### config.mk
export PLATFORM = sky130hd
export DESIGN_NAME = store_buffer_flat
export DESIGN_NICKNAME = d
export VERILOG_FILES = /design/src/rtl/cpu_pkg.sv /design/src/rtl/store_buffer_if.sv /design/src/rtl/store_fwd_match.sv /design/src/rtl/store_buffer.sv /design/src/flat_wrapper.sv
export SDC_FILE = /design/constraint.sdc
export NUM_CORES = 1
export LEC_CHECK = 0
export BUFFER_PORTS_ARGS = -buffer_cell sky130_fd_sc_hd__clkbuf_2
export CAP_MARGIN = 0
export CORE_MARGIN = 2
export CORE_UTILIZATION = 55
export DETAILED_ROUTE_END_ITERATION = 8
export MAX_ROUTING_LAYER = met4
export PLACE_DENSITY = 0.85
export SYNTH_ARGS = -nofsm -noshare
export SYNTH_HDL_FRONTEND = slang
export SYNTH_SLANG_ARGS = --single-unit
### constraint.sdc
create_clock -name clock -period 4.5 [get_ports clock]
set_clock_uncertainty 0.2 [all_clocks]
set_input_delay 0 -clock clock [delete_from_list [all_inputs] [get_ports clock]]
set_output_delay 0 -clock clock [all_outputs]
set_load 0.005 [all_outputs]
### src/rtl/cpu_pkg.sv
// Shared core definitions: ROB tag format and store buffer encodings.
// Imported by the store buffer, its interface and the forwarding search.
package cpu_pkg;

    localparam int TAG_W = 6;
    localparam logic [TAG_W-1:0] INVALID_TAG = 6'b010000;

    typedef enum logic [1:0] {
        EMPTY     = 2'b00,
        PENDING   = 2'b01,
        COMMITTED = 2'b10
    } ent_state_e;

    typedef enum logic {
        IDLE  = 1'b0,
        WRITE = 1'b1
    } drain_state_e;

endpackage

### src/rtl/store_buffer_if.sv
// Store buffer bundle: issue, ROB completion/commit, memory write and
// load-forwarding probe. slave is the buffer side, master the environment.
interface store_buffer_if #(
    parameter int DEPTH  = 4,
    parameter int DATA_W = 32,
    parameter int TAG_W  = cpu_pkg::TAG_W
);
    logic                     st_valid;
    logic [DATA_W-1:0]        st_data;
    logic [DATA_W-1:0]        st_addr;
    logic [TAG_W-1:0]         st_rob;
    logic                     full;
    logic                     overflow;
    logic                     done_valid;
    logic [TAG_W-1:0]         done_rob;
    logic                     commit_valid;
    logic [TAG_W-1:0]         commit_rob;
    logic                     flush;
    logic                     mem_req;
    logic [DATA_W-1:0]        mem_addr;
    logic [DATA_W-1:0]        mem_wdata;
    logic                     mem_ack;
    logic [DATA_W-1:0]        ld_addr;
    logic                     ld_hit;
    logic [DATA_W-1:0]        ld_data;
    logic [$clog2(DEPTH):0]   count;

    modport slave (
        input  st_valid, st_data, st_addr, st_rob,
        input  commit_valid, commit_rob, flush,
        input  mem_ack, ld_addr,
        output full, overflow, done_valid, done_rob,
        output mem_req, mem_addr, mem_wdata,
        output ld_hit, ld_data, count
    );

    modport master (
        output st_valid, st_data, st_addr, st_rob,
        output commit_valid, commit_rob, flush,
        output mem_ack, ld_addr,
        input  full, overflow, done_valid, done_rob,
        input  mem_req, mem_addr, mem_wdata,
        input  ld_hit, ld_data, count
    );
endinterface

### src/rtl/store_fwd_match.sv
// Youngest-match search for load forwarding. Live entries are contiguous
// from head, so walking head upward lets the last match win.
module store_fwd_match #(
    parameter int DEPTH  = 4,
    parameter int DATA_W = 32
) (
    input  logic [DEPTH-1:0]             valid,
    input  logic [DEPTH-1:0][DATA_W-1:0] addr,
    input  logic [DEPTH-1:0][DATA_W-1:0] data,
    input  logic [$clog2(DEPTH)-1:0]     head,
    input  logic [DATA_W-1:0]            ld_addr,
    output logic                         hit,
    output logic [DATA_W-1:0]            hit_data
);
    localparam int PW = $clog2(DEPTH);

    logic [PW-1:0] idx;

    always_comb begin
        hit      = 1'b0;
        hit_data = '0;
        idx      = head;
        for (int k = 0; k < DEPTH; k++) begin
            idx = head + PW'(k);
            if (valid[idx] && addr[idx] == ld_addr) begin
                hit      = 1'b1;
                hit_data = data[idx];
            end
        end
    end
endmodule

### src/rtl/store_buffer.sv
// Store buffer: holds resolved stores until ROB commit, drains them to
// memory in order over req/ack, and forwards buffered data to loads.
module store_buffer #(
    parameter int DEPTH  = 4,
    parameter int DATA_W = 32,
    parameter int TAG_W  = cpu_pkg::TAG_W,
    parameter logic [TAG_W-1:0] INVALID_TAG = cpu_pkg::INVALID_TAG
) (
    input logic           clock,
    input logic           reset,
    store_buffer_if.slave bus
);
    import cpu_pkg::*;

    localparam int PW = $clog2(DEPTH);
    localparam int CW = PW + 1;

    ent_state_e                   st_q [DEPTH];
    ent_state_e                   st_d [DEPTH];
    logic [DEPTH-1:0][DATA_W-1:0] addr_q;
    logic [DEPTH-1:0][DATA_W-1:0] data_q;
    logic [DEPTH-1:0][TAG_W-1:0]  rob_q;
    logic [DEPTH-1:0]             live;
    logic [PW-1:0]                head_q;
    logic [PW-1:0]                tail_q;
    logic [PW-1:0]                tail_d;
    logic [CW-1:0]                count_q;
    logic [CW-1:0]                count_d;
    logic [CW-1:0]                n_comm;
    drain_state_e                 drain_q;
    drain_state_e                 drain_d;
    logic                         load;
    logic                         full;
    logic                         accept;
    logic                         pop;
    logic                         commit_ok;
    logic                         overflow_q;
    logic                         done_valid_q;
    logic [TAG_W-1:0]             done_rob_q;
    logic [DATA_W-1:0]            mem_addr_q;
    logic [DATA_W-1:0]            mem_wdata_q;

    assign full      = (count_q == CW'(DEPTH));
    assign accept    = bus.st_valid && !full && !bus.flush;
    assign pop       = (drain_q == WRITE) && bus.mem_ack;
    assign commit_ok = bus.commit_valid &&
                       (bus.commit_rob != INVALID_TAG);

    // Commit lands before flush, so a same-cycle retire survives.
    always_comb begin
        st_d   = st_q;
        n_comm = '0;
        for (int i = 0; i < DEPTH; i++) begin
            if (commit_ok && st_q[i] == PENDING &&
                rob_q[i] == bus.commit_rob)
                st_d[i] = COMMITTED;
            if (bus.flush && st_d[i] == PENDING)
                st_d[i] = EMPTY;
            if (st_d[i] == COMMITTED)
                n_comm = n_comm + CW'(1);
        end
        if (pop)
            st_d[head_q] = EMPTY;
        if (accept)
            st_d[tail_q] = PENDING;
    end

    always_comb begin
        if (bus.flush) begin
            tail_d  = head_q + n_comm[PW-1:0];
            count_d = n_comm - CW'(pop);
        end else begin
            tail_d  = tail_q + PW'(accept);
            count_d = count_q + CW'(accept) - CW'(pop);
        end
    end

    always_ff @(posedge clock or negedge reset) begin
        if (!reset) begin
            for (int i = 0; i < DEPTH; i++)
                st_q[i] <= EMPTY;
            addr_q       <= '0;
            data_q       <= '0;
            rob_q        <= '0;
            head_q       <= '0;
            tail_q       <= '0;
            count_q      <= '0;
            overflow_q   <= 1'b0;
            done_valid_q <= 1'b0;
            done_rob_q   <= INVALID_TAG;
        end else begin
            st_q    <= st_d;
            tail_q  <= tail_d;
            count_q <= count_d;
            if (accept) begin
                addr_q[tail_q] <= bus.st_addr;
                data_q[tail_q] <= bus.st_data;
                rob_q[tail_q]  <= bus.st_rob;
            end
            if (pop)
                head_q <= head_q + PW'(1);
            if (bus.st_valid && full && !bus.flush)
                overflow_q <= 1'b1;
            done_valid_q <= accept;
            done_rob_q   <= accept ? bus.st_rob : INVALID_TAG;
        end
    end

    always_comb begin
        drain_d = drain_q;
        load    = 1'b0;
        unique case (drain_q)
            IDLE: begin
                if (st_q[head_q] == COMMITTED) begin
                    drain_d = WRITE;
                    load    = 1'b1;
                end
            end
            WRITE: begin
                if (bus.mem_ack)
                    drain_d = IDLE;
            end
            default: drain_d = IDLE;
        endcase
    end

    always_ff @(posedge clock or negedge reset) begin
        if (!reset) begin
            drain_q     <= IDLE;
            mem_addr_q  <= '0;
            mem_wdata_q <= '0;
        end else begin
            drain_q <= drain_d;
            if (load) begin
                mem_addr_q  <= addr_q[head_q];
                mem_wdata_q <= data_q[head_q];
            end
        end
    end

    always_comb begin
        for (int i = 0; i < DEPTH; i++)
            live[i] = (st_q[i] != EMPTY);
    end

    store_fwd_match #(
        .DEPTH  (DEPTH),
        .DATA_W (DATA_W)
    ) u_fwd (
        .valid    (live),
        .addr     (addr_q),
        .data     (data_q),
        .head     (head_q),
        .ld_addr  (bus.ld_addr),
        .hit      (bus.ld_hit),
        .hit_data (bus.ld_data)
    );

    assign bus.full       = full;
    assign bus.overflow   = overflow_q;
    assign bus.done_valid = done_valid_q;
    assign bus.done_rob   = done_rob_q;
    assign bus.mem_req    = (drain_q == WRITE);
    assign bus.mem_addr   = mem_addr_q;
    assign bus.mem_wdata  = mem_wdata_q;
    assign bus.count      = count_q;
endmodule

### src/flat_wrapper.sv
// flat-port wrapper written by rule: the top's interface ports become plain ports
module store_buffer_flat import cpu_pkg::*;
#(
    parameter int DEPTH  = 4,
    parameter int DATA_W = 32,
    parameter int TAG_W  = cpu_pkg::TAG_W,
    parameter logic [TAG_W-1:0] INVALID_TAG = cpu_pkg::INVALID_TAG
)
  (clock, reset, bus_st_valid, bus_st_data, bus_st_addr, bus_st_rob, bus_commit_valid, bus_commit_rob, bus_flush, bus_mem_ack, bus_ld_addr, bus_full, bus_overflow, bus_done_valid, bus_done_rob, bus_mem_req, bus_mem_addr, bus_mem_wdata, bus_ld_hit, bus_ld_data, bus_count);
  store_buffer_if #(.DEPTH(DEPTH), .DATA_W(DATA_W), .TAG_W(TAG_W)) bus_i ();
  input logic clock;
  input logic reset;
  input wire logic [$bits(bus_i.st_valid)-1:0] bus_st_valid;
  input wire logic [$bits(bus_i.st_data)-1:0] bus_st_data;
  input wire logic [$bits(bus_i.st_addr)-1:0] bus_st_addr;
  input wire logic [$bits(bus_i.st_rob)-1:0] bus_st_rob;
  input wire logic [$bits(bus_i.commit_valid)-1:0] bus_commit_valid;
  input wire logic [$bits(bus_i.commit_rob)-1:0] bus_commit_rob;
  input wire logic [$bits(bus_i.flush)-1:0] bus_flush;
  input wire logic [$bits(bus_i.mem_ack)-1:0] bus_mem_ack;
  input wire logic [$bits(bus_i.ld_addr)-1:0] bus_ld_addr;
  output wire logic [$bits(bus_i.full)-1:0] bus_full;
  output wire logic [$bits(bus_i.overflow)-1:0] bus_overflow;
  output wire logic [$bits(bus_i.done_valid)-1:0] bus_done_valid;
  output wire logic [$bits(bus_i.done_rob)-1:0] bus_done_rob;
  output wire logic [$bits(bus_i.mem_req)-1:0] bus_mem_req;
  output wire logic [$bits(bus_i.mem_addr)-1:0] bus_mem_addr;
  output wire logic [$bits(bus_i.mem_wdata)-1:0] bus_mem_wdata;
  output wire logic [$bits(bus_i.ld_hit)-1:0] bus_ld_hit;
  output wire logic [$bits(bus_i.ld_data)-1:0] bus_ld_data;
  output wire logic [$bits(bus_i.count)-1:0] bus_count;
  assign bus_i.st_valid = bus_st_valid;
  assign bus_i.st_data = bus_st_data;
  assign bus_i.st_addr = bus_st_addr;
  assign bus_i.st_rob = bus_st_rob;
  assign bus_i.commit_valid = bus_commit_valid;
  assign bus_i.commit_rob = bus_commit_rob;
  assign bus_i.flush = bus_flush;
  assign bus_i.mem_ack = bus_mem_ack;
  assign bus_i.ld_addr = bus_ld_addr;
  assign bus_full = bus_i.full;
  assign bus_overflow = bus_i.overflow;
  assign bus_done_valid = bus_i.done_valid;
  assign bus_done_rob = bus_i.done_rob;
  assign bus_mem_req = bus_i.mem_req;
  assign bus_mem_addr = bus_i.mem_addr;
  assign bus_mem_wdata = bus_i.mem_wdata;
  assign bus_ld_hit = bus_i.ld_hit;
  assign bus_ld_data = bus_i.ld_data;
  assign bus_count = bus_i.count;
  store_buffer #(.DEPTH(DEPTH), .DATA_W(DATA_W), .TAG_W(TAG_W), .INVALID_TAG(INVALID_TAG)) u_core (.clock(clock), .reset(reset), .bus(bus_i));
endmodule
==> results.py, run 1 <==
metrics = {
    "run_status": {
        "status": "finished with violations",
        "violations": "setup timing",
    },
    "worst_hold_path": {
        "holdPathEnd": "u_core.data_q[85]",
        "min_path_type": "in2reg",
        "hold_depth": 3,
        "min-delay-start": "bus_st_data[21]",
    },
    "setup_path": {
        "worstPathArrival_ns": 4.35,
        "crit_chain": "clkinvlp_4 > ha_4 > buf_12 > buf_12 > buf_8 > mux4_2 > xnor2_2 > nand4_1 > nand4b_1 > and4b_4 > buf_12 > clkbuf_16 > mux2i_1 > a22oi_1 > clkbuf_2",
        "cp_num_buf_inv": 7,
        "cpLargestDelayFamily": "buffers and inverters",
        "reg2reg_from": "u_core.st_q[4]",
        "worst_r2r_path_depth": 15,
        "setup.worst_path.start_class": "register",
        "cp_max_fo": 9,
        "cp_common_cell": "buf_12",
        "reg2reg_setup_slack_ns": 0.34,
        "r2r_end": "u_core.bus.count[2]",
        "crit_required_ns": 4.30,
        "endpoint_kind": "output pin",
        "crit_type": "reg2out",
        "max_stage_delay_ns": 0.54,
        "crit_slowest_cell": "mux4_2",
    },
    "synth": {
        "syn_nets": 2135,
        "ys_ff_latch": 368,
        "yosysMostFrequentCell": "dfrtp_1",
        "ys.flop_type": "dfrtp_1",
        "yosysWarningCount": 0,
        "synthTopCellsByCount": "367 x dfrtp_1, 297 x mux2_2, 248 x nand2_1",
        "synthCells": 2007,
        "synth-edff-count": 0,
        "async_reset_ff_share_pct": 100,
        "yosys-top-cells-area": "dfrtp_1 38%, mux4_2 19%, mux2_2 14%",
        "yosysSeqAreaShare_pct": 38.2,
        "yosysUniqueCellTypes": 67,
        "syn_area_um2": 24100,
        "synth_top_area_share_pct": 38.0,
        "yosys.area.top_type": "dfrtp_1",
        "syn_avg_cell_area_um2": 12.0,
    },
    "timing": {
        "tightest_slew_ns": 1.10,
        "setup_ws_ns": -0.0544,
        "slew_violations": 0,
        "fmax_mhz": 220,
        "rsz0062_at_grt": "true",
        "finalCriticalPeriod_ns": 4.55,
        "setup_violations": 1,
        "hold_viol": 0,
        "finalSetupTns_ns": -0.0544,
        "finalCritPeriodShare_pct": 101,
        "hold_slack_ns": 0.0365,
        "slew_headroom_pct": 26.4,
    },
    "die": {
        "core_um2": 43200,
        "die_h_um": 213,
        "fp.dieArea_um2": 45600,
        "row_count": 76,
        "die_x_um": 213,
        "initial_core_util_pct": 55.9,
        "io_pins": 224,
    },
    "place": {
        "gp_congestion": 1.13,
        "numPortBuffers": 223,
        "dp_slack_ns": 0.179,
        "dp_hpwl_um": 50700,
    },
    "routing": {
        "wl_um": 80100,
        "drc": 0,
        "avgViaCountPerCell": 6.90,
        "wl_per_cell_um": 27.8,
        "vias": 19926,
        "drt_iter0_drc": 2684,
        "drt-pass1-iter-count": 8,
        "detail-route-antenna-nets": 0,
    },
    "finish": {
        "syn_to_final_growth_pct": 20.9,
        "drive_gt1_share_pct": 41.7,
        "nets": 2394,
    },
    "clock_network": {
        "htreeDepth": 2,
        "cts_tree": "done",
        "cts_buffer_depth": 3,
        "clk_pin_slew_ns": 0.07,
        "clk_latency_ns": 0.58,
        "numCtsBuffers": 41,
        "cts-root-buf": "clkbuf_16",
        "cts_sinks": 368,
    },
    "pwr": {
        "leakage_uw": 0.0121,
        "vdd_drop_max_uv": 588,
        "p_per_area_nw_per_um2": 849,
    },
    "grt": {
        "track_usage_pct": 35.7,
        "antenna_found_initial": 3,
        "grt_overflow": 0,
        "grt_pass1_wl_um": 120000,
        "grt_max_degree": 130,
        "grt_pass1_vias": 19810,
    },
    "job": {
        "maxCapViolCount": 0,
    },
}
report_power, final:
part	total, µW	internal, µW	switching, µW
sequential	6860	4890	1970
combinational	14300	7390	6900
clock	3630	2180	1450
logic make-up after synthesis:
logic type,count (synthesis),share of synthesized area (%)
AOI/OAI and AO/OA,229,6.27
xor gates and xnor gates,135,4.90
adders and majority gates,14,0.757
buffers and inverters,204,3.70
DFF,368,38.2
muxes,630,38.3
and+or+nand+nor,427,7.93
worst max-delay path by stage:
| stage | from | slack [ns] | to | cells after the start |
|---|---|---|---|---|
| 2_1_floorplan | u_core.head_q[0] | 0.04 | bus_ld_data[10] | 17 |
| 3_3_place_gp | u_core.head_q[0] | 0.14 | bus_ld_data[0] | 13 |
| 3_5_place_dp | u_core.head_q[0] | 0.18 | bus_ld_data[27] | 13 |
| 4_1_cts | u_core.head_q[0] | 0.008 | bus_ld_data[27] | 14 |
| 5_1_grt | u_core.head_q[0] | -0.15 | bus_ld_data[21] | 15 |
| 6_report | u_core.head_q[0] | -0.05 | bus_ld_data[21] | 15 |
per-stage QoR:
stage,util [%],power [µW],instance area [µm²],instances
global placement,59.9,19100,25900,2689
finish,67.6,24800,29200,2886
floorplan,-,15900,24100,2007
global route,67.6,25800,29200,2885
detailed placement,59.9,19600,25900,2689
CTS,66.1,23800,28600,2868
cell usage in the layout (no fill, tap or decap), types with 21 or more instances in the layout:
master / instances
buf_4: 41
o21ai_0: 79
dfrtp_1: 365
clkbuf_16: 46
xnor2_1: 97
a21oi_1: 21
mux2_2: 296
mux2i_1: 104
nor4_1: 28
mux4_2: 205
inv_1: 24
dlygate4sd3_1: 92
xor2_1: 34
nand2_1: 246
nor2_1: 52
clkbuf_2: 212
routing by layer:
| metal | wire [µm] | track usage, % |
|---|---|---|
| met1 | 29900 | 47.2 |
| met2 | 37600 | 53.8 |
| met3 | 8550 | 7.56 |
| met4 | 4060 | 15.7 |
| met5 | 0 | - |
repair_timing:
item | in CTS | in global routing
endpoints found under the hold margin | 433 | 0
hold buffers | 93 | 0
buffers inserted | 8 | 10
gates cloned | 4 | 4
gates resized for setup | 21 | 98
pin swaps | 3 | 18
endpoints found under the setup margin | 33 | 32
registers in the layout, summed over array words and instances (netlist names):
signal	flops
u_core.bus.done_valid	1
u_core.rob_q	24
u_core.bus.mem_addr	32
u_core.head_q	2
u_core.data_q	128
u_core.tail_q	2
u_core.bus.overflow	1
u_core.bus.mem_wdata	32
u_core.st_q	8
u_core.bus.count	3
u_core.addr_q	128
u_core.bus.done_rob	6
u_core.bus.mem_req	1
worst register-to-register path, cell delays in order (launching register included):
cell           delay, ns
dfrtp_1             0.48
nor2b_1             0.23
nand4_1             0.12
dlygate4sd3_1       0.58
nor3_1              0.33
a21oi_1             0.19
inv_1               0.10
ha_1                0.25
xnor2_1             0.25
ha_1                0.27
nor2b_1             0.13
a31oi_1             0.26
ha_1                0.24
xnor2_1             0.09
xnor2_1             0.23
mux2i_1             0.10
layout make-up:
class,count,area [µm²]
well taps,585,732
flip-flops and latches,368,9220
diodes,4,10.0
clock inverters,14,233
multi-input cells,1435,14500
repair buffers,394,3140
fillers,2971,14000
clock buffers,60,1220
inverters,26,101
Power figures use the tool's default switching activity.
==> run 2: changes to the inputs <==
--- a/config.mk
+++ b/config.mk
@@ -9,6 +9,7 @@
 export CAP_MARGIN = 0
 export CORE_MARGIN = 2
 export CORE_UTILIZATION = 55
+export CTS_BUF_LIST = sky130_fd_sc_hd__clkbuf_4 sky130_fd_sc_hd__clkbuf_8 sky130_fd_sc_hd__clkbuf_16
 export DETAILED_ROUTE_END_ITERATION = 8
 export MAX_ROUTING_LAYER = met4
 export PLACE_DENSITY = 0.85
==> run 2 against run 1 <==
Effect of this change:
- the run still ends with setup timing left
- flip-flop and latch count did not move
- register-to-register slack barely moved
- highest routed layer unchanged
- power barely moved
- non-clock buffer count fell by 1
==> results.py, run 2 (synthesis gave the netlist of run 1 again) <==
metrics = {
    "setup_path": {
        "crit_slowest_cell": "dfrtp_4",
        "cpLargestDelayFamily": "buffers and inverters",
        "crit_cells": 17,
        "crit_type": "reg2out",
        "worstPathArrival_ns": 4.36,
        "crit_path_end": "bus_ld_data[1]",
        "max_stage_delay_ns": 0.46,
        "cp_num_buf_inv": 8,
        "endpoint_kind": "output pin",
        "crit_required_ns": 4.30,
        "setup.worst_path.start_class": "register",
        "worst_r2r_path_depth": 15,
        "crit_start": "u_core.head_q[0]",
        "crit_chain": "clkinvlp_4 > ha_4 > buf_12 > buf_12 > mux4_2 > xnor2_2 > nand2_1 > nor4_2 > buf_4 > nand4_1 > buf_4 > nor4_4 > buf_6 > buf_6 > nand2_1 > a22oi_2 > clkbuf_2",
        "r2r_end": "u_core.bus.count[2]",
        "reg2reg_from": "u_core.st_q[4]",
        "reg2reg_setup_slack_ns": 0.35,
        "cp_max_fo": 14,
    },
    "timing": {
        "tightest_slew_ns": 1.13,
        "slew_violations": 0,
        "rsz0062_at_grt": "true",
        "slew_headroom_pct": 24.6,
        "finalCritPeriodShare_pct": 101,
        "setup_violations": 2,
        "hold_viol": 0,
        "finalCriticalPeriod_ns": 4.56,
        "fmax_mhz": 219,
        "finalSetupTns_ns": -0.0711,
        "setup_ws_ns": -0.0564,
    },
    "pwr": {
        "p_per_area_nw_per_um2": 851,
        "p_int_uw": 14500,
        "vdd_drop_max_uv": 597,
        "leakage_uw": 0.0121,
        "switching_share_pct": 41.5,
        "power.total_uw": 24800,
        "power.switching_uw": 10300,
        "clkPwrFrac_pct": 14.8,
        "p_comb_share_pct": 57.5,
        "pwr-share-seq_pct": 27.7,
    },
    "die": {
        "io_pins": 224,
        "die_x_um": 213,
        "fp.dieArea_um2": 45600,
        "die_h_um": 213,
        "initial_core_util_pct": 55.9,
        "core_um2": 43200,
        "row_count": 76,
    },
    "grt": {
        "grt_overflow": 0,
        "antenna_found_initial": 3,
        "track_usage_pct": 35.8,
        "grt_pass1_vias": 19832,
        "grt_pass1_wl_um": 120000,
        "grt_max_degree": 130,
    },
    "clock_network": {
        "numCtsBuffers": 41,
        "cts_buffer_depth": 3,
        "cts_sinks": 368,
        "cts_tree": "done",
        "clk_latency_ns": 0.58,
        "clk_pin_slew_ns": 0.07,
        "htreeDepth": 2,
        "cts-root-buf": "clkbuf_16",
    },
    "finish": {
        "syn_to_final_growth_pct": 20.6,
        "nets": 2393,
        "final_cell_count_no_fill": 2887,
        "final_common_cell": "dfrtp_1",
        "final_cell_mix": "365 x dfrtp_1, 296 x mux2_2, 246 x nand2_1, 211 x clkbuf_2, 205 x mux4_2",
        "drive_gt1_share_pct": 41.5,
        "top_regs": "u_core.addr_q: 128 flops, u_core.data_q: 128 flops",
    },
    "routing": {
        "vias": 19923,
        "dr_wl_met2_um": 37600,
        "wl_per_cell_um": 27.6,
        "wl_met3_um": 9090,
        "detail-route-antenna-nets": 0,
        "highest_layer": "met4",
        "drt_iter0_drc": 2859,
        "drt-pass1-iter-count": 8,
        "wl_um": 79700,
        "drc": 0,
        "wl_met1_um": 29300,
        "avgViaCountPerCell": 6.90,
    },
    "place": {
        "dp_hpwl_um": 50700,
        "dp_slack_ns": 0.179,
        "numPortBuffers": 223,
        "gp_congestion": 1.13,
        "place.detailed.instances": 2689,
    },
    "job": {
        "maxCapViolCount": 0,
    },
    "worst_hold_path": {
        "hold_depth": 3,
        "min_path_type": "in2reg",
    },
    "run_status": {
        "status": "finished with violations",
        "violations": "setup timing",
    },
}
## run 2: cell type report
type                    instances  area, µm²
well taps                     585        732
repair buffers                393       3100
clock inverters                14        233
clock buffers                  60       1250
diodes                          6       15.0
flip-flops and latches        368       9220
inverters                      26        101
multi-input cells            1435      14500
fillers                      2986      14100
## run 2: power groups by stage
stage                     clock, µW  combinational [µW]  sequential [µW]
after floorplan                   0                9810             6070
after detailed placement          0               12900             6710
after CTS                      3700               13500             6680
after global routing           3850               15000             7010
final                          3670               14300             6860
after global placement            0               12600             6480
## run 2: tightest hold or removal path, delay by kind of cell
family | cells | cell delay, ns
buf+inv | 2 | 0.64
mux | 1 | 0.14
## run 2: routing by layer
metal / track usage, % / up-vias
met5: - / -
met4: 15.6 / 0
met3: 7.40 / 312
met2: 53.8 / 1520
met1: 47.3 / 10005
li1: - / 8086
## run 2: stage by stage
step | hold slack, ns | instance area [µm²] | util (%)
floorplan | -0.496 | 24100 | -
global placement | -0.0116 | 25900 | 59.9
detailed placement | 0.0105 | 25900 | 59.9
CTS | 0.0147 | 28600 | 66.2
global route | 0.0600 | 29100 | 67.4
finish | 0.0373 | 29100 | 67.4
## run 2: worst min path at each step
stage	to	slack, ns	start
3_5_place_dp	u_core.addr_q[99]	0.01	reset
5_1_grt	u_core.data_q[59]	0.06	bus_st_data[27]
3_3_place_gp	u_core.addr_q[35]	-0.01	reset
6_report	u_core.data_q[120]	0.04	bus_st_data[24]
2_1_floorplan	u_core.addr_q[0]	-0.50	reset
4_1_cts	u_core.data_q[49]	0.01	bus_st_data[17]
## run 2: repair_timing
item	4_1_cts	5_1_grt
pin swaps	3	16
hold endpoints to repair	433	0
cloned	4	3
endpoints found under the setup margin	33	32
buffers inserted	8	10
gates resized for setup	21	84
hold buffers	93	0
